$ cat src/rtl/mem_port_arbiter.sv
`default_nettype none
// ============================================================================
// mem_port_arbiter
//   Shares one single-ported memory between instruction fetch and load/store,
//   serialising accesses through an IDLE/ISSUE/WAIT/RESP sequencer.
//   Optional macro: ARB_STARVE_GUARD_EN (bounded data priority over fetch).
//   Revision: 1.0
// ============================================================================
module mem_port_arbiter #(
  parameter int ADDR_W     = 32,
  parameter int DATA_W     = 32,
  parameter int STARVE_MAX = 4
) (
  input  logic              clk,
  input  logic              rst,

  input  logic              if_req,
  input  logic [ADDR_W-1:0] if_addr,
  output logic              if_gnt,
  output logic              if_rvalid,
  output logic [DATA_W-1:0] if_rdata,

  input  logic              d_req,
  input  logic              d_we,
  input  logic [ADDR_W-1:0] d_addr,
  input  logic [DATA_W-1:0] d_wdata,
  output logic              d_gnt,
  output logic              d_rvalid,
  output logic [DATA_W-1:0] d_rdata,

  output logic              mem_en,
  output logic              mem_we,
  output logic [ADDR_W-1:0] mem_addr,
  output logic [DATA_W-1:0] mem_wdata,
  input  logic              mem_ack,
  input  logic [DATA_W-1:0] mem_rdata,

  output logic              busy
);

  typedef enum logic [1:0] {
    ST_IDLE  = 2'd0,
    ST_ISSUE = 2'd1,
    ST_WAIT  = 2'd2,
    ST_RESP  = 2'd3
  } state_t;

  state_t state;
  state_t state_nxt;

  logic   owner_d;    // 1: current access belongs to load/store
  logic   lat_we;
  logic   any_req;
  logic   pick_data;
  logic   accept;
  logic   resp_take;

  assign any_req   = if_req | d_req;
  assign accept    = (state == ST_IDLE) & any_req;
  assign resp_take = (state == ST_WAIT) & mem_ack;

`ifdef ARB_STARVE_GUARD_EN
  localparam int CNT_W = (STARVE_MAX < 1) ? 1 : $clog2(STARVE_MAX + 1);

  logic [CNT_W-1:0] starve_cnt;
  logic             starve_hit;

  assign starve_hit = (starve_cnt == CNT_W'(STARVE_MAX));
  assign pick_data  = d_req & ~(if_req & starve_hit);

  // Counts data grants that overtook a waiting fetch; saturates at the limit.
  always_ff @(posedge clk or posedge rst) begin
    if (rst) begin
      starve_cnt <= '0;
    end else if (accept) begin
      if (pick_data && if_req) begin
        if (!starve_hit) begin
          starve_cnt <= starve_cnt + 1'b1;
        end
      end else begin
        starve_cnt <= '0;
      end
    end
  end
`else
  assign pick_data = d_req;
`endif

  always_ff @(posedge clk or posedge rst) begin
    if (rst) begin
      state <= ST_IDLE;
    end else begin
      state <= state_nxt;
    end
  end

  always_comb begin
    state_nxt = state;
    mem_en    = 1'b0;
    mem_we    = 1'b0;
    if_gnt    = 1'b0;
    d_gnt     = 1'b0;
    if_rvalid = 1'b0;
    d_rvalid  = 1'b0;
    busy      = 1'b1;
    case (state)
      ST_IDLE: begin
        busy = 1'b0;
        if (any_req) begin
          state_nxt = ST_ISSUE;
        end
      end
      ST_ISSUE: begin
        mem_en    = 1'b1;
        mem_we    = lat_we;
        if_gnt    = ~owner_d;
        d_gnt     = owner_d;
        state_nxt = ST_WAIT;
      end
      ST_WAIT: begin
        if (mem_ack) begin
          state_nxt = ST_RESP;
        end
      end
      ST_RESP: begin
        if_rvalid = ~owner_d;
        d_rvalid  = owner_d;
        state_nxt = ST_IDLE;
      end
      default: begin
        busy      = 1'b0;
        state_nxt = ST_IDLE;
      end
    endcase
  end

  // Request fields are captured once in IDLE so the memory side stays stable
  // even if the requester changes its inputs mid-access.
  always_ff @(posedge clk or posedge rst) begin
    if (rst) begin
      owner_d   <= 1'b0;
      lat_we    <= 1'b0;
      mem_addr  <= '0;
      mem_wdata <= '0;
      if_rdata  <= '0;
      d_rdata   <= '0;
    end else begin
      if (accept) begin
        owner_d  <= pick_data;
        lat_we   <= pick_data & d_we;
        mem_addr <= pick_data ? d_addr : if_addr;
        if (pick_data) begin
          mem_wdata <= d_wdata;
        end
      end
      if (resp_take) begin
        if (owner_d) begin
          d_rdata <= lat_we ? '0 : mem_rdata;
        end else begin
          if_rdata <= mem_rdata;
        end
      end
    end
  end

endmodule
`default_nettype wire
$ cat config.mk
export PLATFORM = sky130hd
export DESIGN_NAME = mem_port_arbiter
export DESIGN_NICKNAME = d
export VERILOG_FILES = /design/src/rtl/mem_port_arbiter.sv
export SDC_FILE = /design/constraint.sdc
export NUM_CORES = 1
export LEC_CHECK = 0
export BUFFER_PORTS_ARGS = -buffer_cell sky130_fd_sc_hd__buf_2
export CORE_MARGIN = 8
export CORE_UTILIZATION = 50
export CTS_BUF_LIST = sky130_fd_sc_hd__clkbuf_8
export CTS_CLUSTER_DIAMETER = 60
export DETAILED_ROUTE_END_ITERATION = 12
export PLACE_DENSITY = 0.83
export SYNTH_ARGS = -nofsm -noshare
export SYNTH_HDL_FRONTEND = slang
export SYNTH_SLANG_ARGS = --single-unit
$ cat constraint.sdc
create_clock -name clk -period 12.1 [get_ports clk]
set_clock_uncertainty 0.05 [all_clocks]
set_input_delay 1.21 -clock clk [delete_from_list [all_inputs] [get_ports clk]]
set_output_delay 1.21 -clock clk [all_outputs]
set_load 0.005 [all_outputs]
==> impl_metrics.csv, run 1 <==
group,metric,value,unit
timing,hold_slack,0.428,ns
power,p_int,1.31,mW
routing,via_per_inst,4.89,
power,clockPowerShare,0.239,
status,status,"finished, final reports clean",
synthesis,syn_avg_cell_area,12.3,um^2
grt,grt_pass1_wl,23100,um
worst_setup_path,endpoint_kind,"primary output",
synthesis,syn_inst,438,
die,initial_core_util,0.504,
final_layout,num-nets-final,840,
die,core_region_area,10700,um^2
synthesis,syn_nets,576,
placement,dp_hpwl,11000,um
timing,finalCritPeriodShare,0.244,
routing,wl,14500,um
final_layout,drive_above_1_share,0.516,
power,power.net_switching,600,uW
placement,port_buffers,268,
die,ios,269,
synthesis,yosysUniqueCellTypes,20,
worst_setup_path,critPathLaunchType,"register",
clock_network,cts_resized,0,
clock_network,htreeDepth,4,
worst_setup_path,cp_max_fo,34,
placement,gp_congestion,0.781,
routing,dr_total_vias,4185,
routing,drtIter0Drc,236,
worst_setup_path,crit_required,10.84,ns
synthesis,ys_warn_count,0,
final_layout,num_antenna_cells,0,
clock_network,root_buffer,"clkbuf_8",
power,power_frac_comb,0.346,
clock_network,cts_tree,"done",
clock_network,cts_made_buffers,17,
hold_path,whs_path_depth,2,
power,leakage,3.89,nW
timing,slew_viol_final,0,
die,row_count,38,
timing,hold_viol_final,0,
timing,grt_setup_unrepaired,"false",
grt,antenna_found_initial,0,
final_layout,layout-area-overhead-vs-synth,36.1,%
synthesis,seq_area_frac_synth,0.613,
grt,grt_pass1_vias,4584,
timing,fmax,339,MHz
timing,setup_violations,0,
grt,grt_max_degree,83,
routing,drc,0,
clock_network,clkLatencyLatePin,0.42,ns
clock_network,clock_path_buffers,2,
routing,wire_per_inst,17.0,um
power,ir_worst_vdd,0.134,mV
clock_network,cts_setup_buffers,0,
worst_setup_path,r2r_cells,4,
routing,postRouteAntennaNets,0,
timing,maxSlewHeadroom,0.145,
clock_network,cts.sinks,132,
die,die_area,14400,um^2
clock_network,cts_hold_buf,0,
die,die_h,120,um
grt,grt_overflow,0,
grt,grt_use_total,0.202,
job,max_cap_viol_count,0,
worst_setup_path,critPathKind,"reg -> out",
routing,first_pass_iters,4,
synthesis,syn_area,5390,um^2
synthesis,ys_seq_elements,132,
power,netSwitchingFraction,0.314,
timing,period_minus_slack,2.95,ns
power,p_per_area,260,nW/um^2
timing,tns,0,ns
hold_path,hp-class,"reg -> reg",
worst_setup_path,crit_arrival,1.69,ns
power,pwr-share-seq,0.415,
clock_network,clkSlewWorstSetupHoldPaths,0.07,ns
die,die_x,120,um
timing,tightest_slew,1.28,ns
-- power groups by stage --
stage | combinational, mW | sequential, mW | clock (mW)
finish | 0.661 | 0.792 | 0.456
global route | 0.740 | 0.821 | 0.486
CTS | 0.679 | 0.794 | 0.466
detailed placement | 0.681 | 0.799 | 0
global placement | 0.650 | 0.790 | 0
floorplan | 0.330 | 0.798 | 0
-- cell usage in the layout (no fill, tap or decap), drive strengths merged --
master and instances:
a32o 1, clkbuf 22, inv 7, nand3 1
o22a 1, nand2 67, ha 4, nor2b 2
mux2 65, o21ai 65, bufinv 6, clkinv 1
mux2i 32, and2 3, dfrtp 132, o32a 1
clkinvlp 1, nand2b 32, buf 271, nand3b 1
-- metal layers --
layer	vias to the layer above	routed length, um	share of wire	global-route usage
li1	2022	-	-	-
met1	1972	5530	0.38	0.216
met2	170	7390	0.51	0.345
met3	21	1310	0.090	0.0864
met4	0	288	0.020	0.0859
met5	-	0	0	0
-- critical path: stages (launching register included) --
cell	delay, ns
dfrtp_1	0.94
and2_1	0.22
buf_2	0.11
-- per-stage QoR --
| stage | instance area (um^2) | setup slack [ns] | power [mW] | utilization | instances |
|---|---|---|---|---|---|
| 2_1_floorplan | 5390 | 7.31 | 1.13 | - | 438 |
| 3_5_place_dp | 6830 | 8.81 | 1.48 | 0.639 | 823 |
| 4_1_cts | 7330 | 9.07 | 1.94 | 0.686 | 855 |
| 3_3_place_gp | 6830 | 8.94 | 1.44 | 0.639 | 823 |
| 6_report | 7330 | 9.15 | 1.91 | 0.686 | 855 |
| 5_1_grt | 7330 | 8.99 | 2.05 | 0.686 | 855 |
-- synthesized netlist by cell type --
library cell,count,area (um^2)
a32o_1,1,10.0
and2_1,3,18.8
buf_2,15,75.1
clkbuf_1,11,41.3
dfrtp_1,132,3300
ha_1,4,50.1
inv_1,4,15.0
inv_2,1,3.75
mux2_1,1,11.3
mux2_2,64,721
mux2i_1,32,320
nand2_1,67,251
nand2b_1,32,200
nand3_1,1,5.00
nand3b_1,1,7.51
nor2b_1,2,12.5
o21ai_0,62,310
o21ai_1,3,15.0
o22a_1,1,8.76
o32a_1,1,10.0
-- kinds of logic (layout without fill, tap and decap cells) --
| kind of cell | Yosys count | count (layout) | share of synthesized area |
|---|---|---|---|
| flip-flops | 132 | 132 | 0.613 |
| AND/OR/NAND/NOR | 106 | 106 | 0.0919 |
| multiplexers | 97 | 97 | 0.195 |
| AO/OA/AOI/OAI | 68 | 68 | 0.0657 |
| buffers and inverters | 31 | 308 | 0.0251 |
| adder cells (fa/ha/maj) | 4 | 4 | 0.00929 |
-- final cells by class --
cell class / count / area [um^2]
Sequential cell: 132 / 3300
Multi-Input combinational cell: 275 / 1970
Clock inverter: 10 / 200
Fill cell: 810 / 3360
Inverter: 5 / 21.3
Timing Repair Buffer: 271 / 1360
Clock buffer: 22 / 303
Tap cell: 140 / 175
-- registers in the layout, indices dropped and copies added (netlist names) --
| name | flops |
|---|---|
| lat_we | 1 |
| mem_wdata | 32 |
| owner_d | 1 |
| if_rdata | 32 |
| mem_addr | 32 |
| d_rdata | 32 |
| state | 2 |
-- worst paths after layout --
| path | startpoint | to | slack [ns] |
|---|---|---|---|
| setup reg to reg | state[0] | d_rdata[13] | 9.89 |
| hold reg to reg | d_rdata[15] | d_rdata[15] | 0.43 |
| hold / removal | d_rdata[15] | d_rdata[15] | 0.43 |
| min in group asynchronous | rst | mem_wdata[25] | 0.82 |
| max in group asynchronous | rst | if_rdata[23] | 9.72 |
| setup / recovery | lat_we | mem_we | 9.15 |
(Power assumes the default switching activity.)
==> run 2: changes to the inputs <==
--- a/config.mk
+++ b/config.mk
@@ -5,13 +5,14 @@
 export SDC_FILE = /design/constraint.sdc
 export NUM_CORES = 1
 export LEC_CHECK = 0
+export ABC_AREA = 1
 export BUFFER_PORTS_ARGS = -buffer_cell sky130_fd_sc_hd__buf_2
 export CORE_MARGIN = 8
-export CORE_UTILIZATION = 50
+export CORE_UTILIZATION = 44
 export CTS_BUF_LIST = sky130_fd_sc_hd__clkbuf_8
 export CTS_CLUSTER_DIAMETER = 60
 export DETAILED_ROUTE_END_ITERATION = 12
-export PLACE_DENSITY = 0.83
+export PLACE_DENSITY = 0.76
 export SYNTH_ARGS = -nofsm -noshare
 export SYNTH_HDL_FRONTEND = slang
 export SYNTH_SLANG_ARGS = --single-unit
==> constraint.sdc (replaced) <==
create_clock -name clk -period 2.5 [get_ports clk]
set_clock_uncertainty 0.05 [all_clocks]
set_input_delay 0.25 -clock clk [delete_from_list [all_inputs] [get_ports clk]]
set_output_delay 0.25 -clock clk [all_outputs]
set_load 0.005 [all_outputs]
==> run 2 against run 1 <==
Against the previous run:
- clock-buffer cell count down 5
- worst setup slack worse by 8.6 ns
- combinational power grew to 5.1 times the previous value
- area after synthesis increased by 6.8%
- via count increased by 28%
- critical endpoint is now d_rdata[27]
- highest routed layer unchanged
==> impl_metrics.csv, run 2 <==
group,metric,value,unit
worst_setup_path,critPathMaxStageDelay,0.42,ns
die,initial_core_util,0.442,
timing,hold_viol_final,0,
final_layout,layout-area-overhead-vs-synth,43.6,%
synthesis,yosys_most_used_dff,"dfrtp_1",
clock_network,cts_setup_buffers,0,
hold_path,whs_path_depth,3,
final_layout,regArea,3300,um^2
timing,period_minus_slack,1.96,ns
grt,grt_overflow,0,
routing,first_pass_iters,4,
final_layout,final_cell_mix,"buf_2, nand2_1, dfrtp_1",
synthesis,syn_avg_cell_area,8.37,um^2
routing,dr_total_vias,5337,
routing,wl_met1,6850,um
hold_path,holdPathEnd,"d_rdata[10]",
routing,wl,17300,um
final_layout,fin_area,8270,um^2
die,row_count,42,
grt,grt_use_total,0.205,
worst_setup_path,reg2reg_to,"d_rdata[27]",
power,p_per_area,1110,nW/um^2
timing,tns,0,ns
final_layout,fillers,1107,
worst_setup_path,crit_arrival,2.23,ns
grt,grt_pass1_wl,27000,um
worst_setup_path,r2r_slack,0.54,ns
timing,grt_setup_unrepaired,"false",
die,ios,269,
placement,dpl_cell_area,7210,um^2
synthesis,seq_area_frac_synth,0.574,
synthesis,synth_edf_count,0,
timing,fmax,510,MHz
placement,port_buffers,268,
placement,dp_hpwl,11800,um
grt,grt_max_degree,133,
routing,via_per_inst,4.47,
synthesis,ys_top_cells_by_area,"dfrtp_1, nand2_1, o21ai_0",
routing,drc,0,
synthesis,synth_top_area_share,0.574,
synthesis,yosysUniqueCellTypes,19,
worst_setup_path,r2r_cells,5,
timing,tightest_slew,0.847,ns
synthesis,syn_inst,688,
placement,gp_congestion,0.801,
clock_network,cts_tree,"done",
worst_setup_path,cp_max_fo,36,
routing,drtIter0Drc,338,
worst_setup_path,critPathKind,"reg -> reg",
synthesis,synthArstFlopShare,1.00,
timing,setup_violations,0,
die,core_region_area,13000,um^2
die,die_h,130,um
timing,maxSlewHeadroom,0.433,
synthesis,ys_warn_count,0,
status,status,"finished, final reports clean",
routing,postRouteAntennaNets,0,
clock_network,clkSlewWorstSetupHoldPaths,0.08,ns
hold_path,hp-class,"in -> reg",
worst_setup_path,crit_chain,"inv_1 > ha_1 > nand3_2 > buf_12 > o21ai_0",
final_layout,drive_above_1_share,0.324,
synthesis,ys_seq_elements,132,
worst_setup_path,r2r_start,"state[0]",
clock_network,root_buffer,"clkbuf_8",
worst_setup_path,endpoint_kind,"register",
clock_network,htreeDepth,4,
routing,top_layer,"met4",
routing,met2_length,8560,um
job,max_cap_viol_count,0,
timing,slew_viol_final,0,
die,die_area,17000,um^2
final_layout,num-nets-final,1143,
worst_setup_path,critPathLaunchType,"register",
synthesis,syn_area,5760,um^2
grt,grt_pass1_vias,5483,
clock_network,clkLatencyLatePin,0.44,ns
routing,wire_per_inst,14.5,um
clock_network,clock_path_buffers,2,
power,ir_worst_vdd,0.645,mV
power,leakage,4.87,nW
routing,route.met3.wl,1330,um
synthesis,yosys.area.top_type,"dfrtp_1",
hold_path,hp-start,"mem_rdata[10]",
synthesis,syn_nets,826,
worst_setup_path,crit_required,2.77,ns
clock_network,cts.sinks,132,
synthesis,yosysMostFrequentCell,"nand2_1",
final_layout,final_common_cell,"buf_2",
final_layout,multi_input_area,1840,um^2
timing,finalCritPeriodShare,0.785,
worst_setup_path,cp_slowest_cell,"dfrtp_1",
die,die_x,130,um
clock_network,cts_made_buffers,17,
grt,antenna_found_initial,0,
synthesis,yosys-top-cells-count,"nand2_1, dfrtp_1, o21ai_0",
==> run 2: worst max-delay path by stage <==
stage,depth (start not counted),to,slack [ns],from
3_3_place_gp,6,if_rdata[4],0.65,state[0]
3_5_place_dp,5,if_rdata[5],0.52,state[0]
5_1_grt,5,d_rdata[27],0.35,state[0]
2_1_floorplan,1,d_rdata[0],0.56,rst
6_report,5,d_rdata[27],0.54,state[0]
4_1_cts,5,if_rdata[5],0.52,state[0]
==> run 2: repair_timing <==
| item | 4_1_cts | 5_1_grt |
|---|---|---|
| endpoints found under the setup margin | 0 | 0 |
| hold buffers | 57 | 0 |
| hold endpoints to repair | 178 | 0 |
| gates resized for setup | 0 | 0 |
==> run 2: metrics by stage <==
step	hold WS (ns)	cells	worst slack (ns)	total power [mW]	util
detailed placement	0.410	1105	0.519	6.98	0.553
global placement	0.408	1105	0.647	6.85	0.553
CTS	0.00101	1194	0.523	9.24	0.634
global route	0.00168	1194	0.350	9.90	0.634
floorplan	0.333	688	0.563	5.37	-
finish	0.0336	1195	0.539	9.18	0.635
==> run 2: per-layer routing <==
metal	global-route usage	vias to the layer above
met5	0	-
met1	0.234	2393
met3	0.0617	41
met2	0.346	186
li1	-	2717
met4	0.0986	0
==> run 2: cells by family (layout without fill, tap and decap cells) <==
family,after synthesis,in the layout,synth area share
AND/OR/NAND/NOR,277,277,0.186
buffers and inverters,144,474,0.108
flip-flops,132,132,0.574
AO/OA/AOI/OAI,131,131,0.124
adder cells (fa/ha/maj),4,4,0.00869
other,0,1,0
==> run 2: area by class of cell <==
| class | instances | area share |
|---|---|---|
| Antenna cell | 1 | 0.000303 |
| Clock buffer | 17 | 0.0283 |
| Tap cell | 176 | 0.0266 |
| Sequential cell | 132 | 0.399 |
| Clock inverter | 15 | 0.0304 |
| Inverter | 109 | 0.0499 |
| Timing Repair Buffer | 333 | 0.243 |
| Multi-Input combinational cell | 412 | 0.222 |
==> run 2: power by group <==
group / total, mW / internal (mW) / switching (mW)
Combinational: 3.34 / 1.46 / 1.88
Clock: 2.17 / 1.30 / 0.867
Sequential: 3.67 / 3.13 / 0.536
==> run 2: critical path: cells and delay by family, from the launching register on <==
kind                       cells  cell delay [ns]
adders and majority gates      1             0.24
DFF                            1             0.42
and+or+nand+nor                1             0.40
buffers and inverters          2             0.43
AOI/OAI and AO/OA              1             0.30
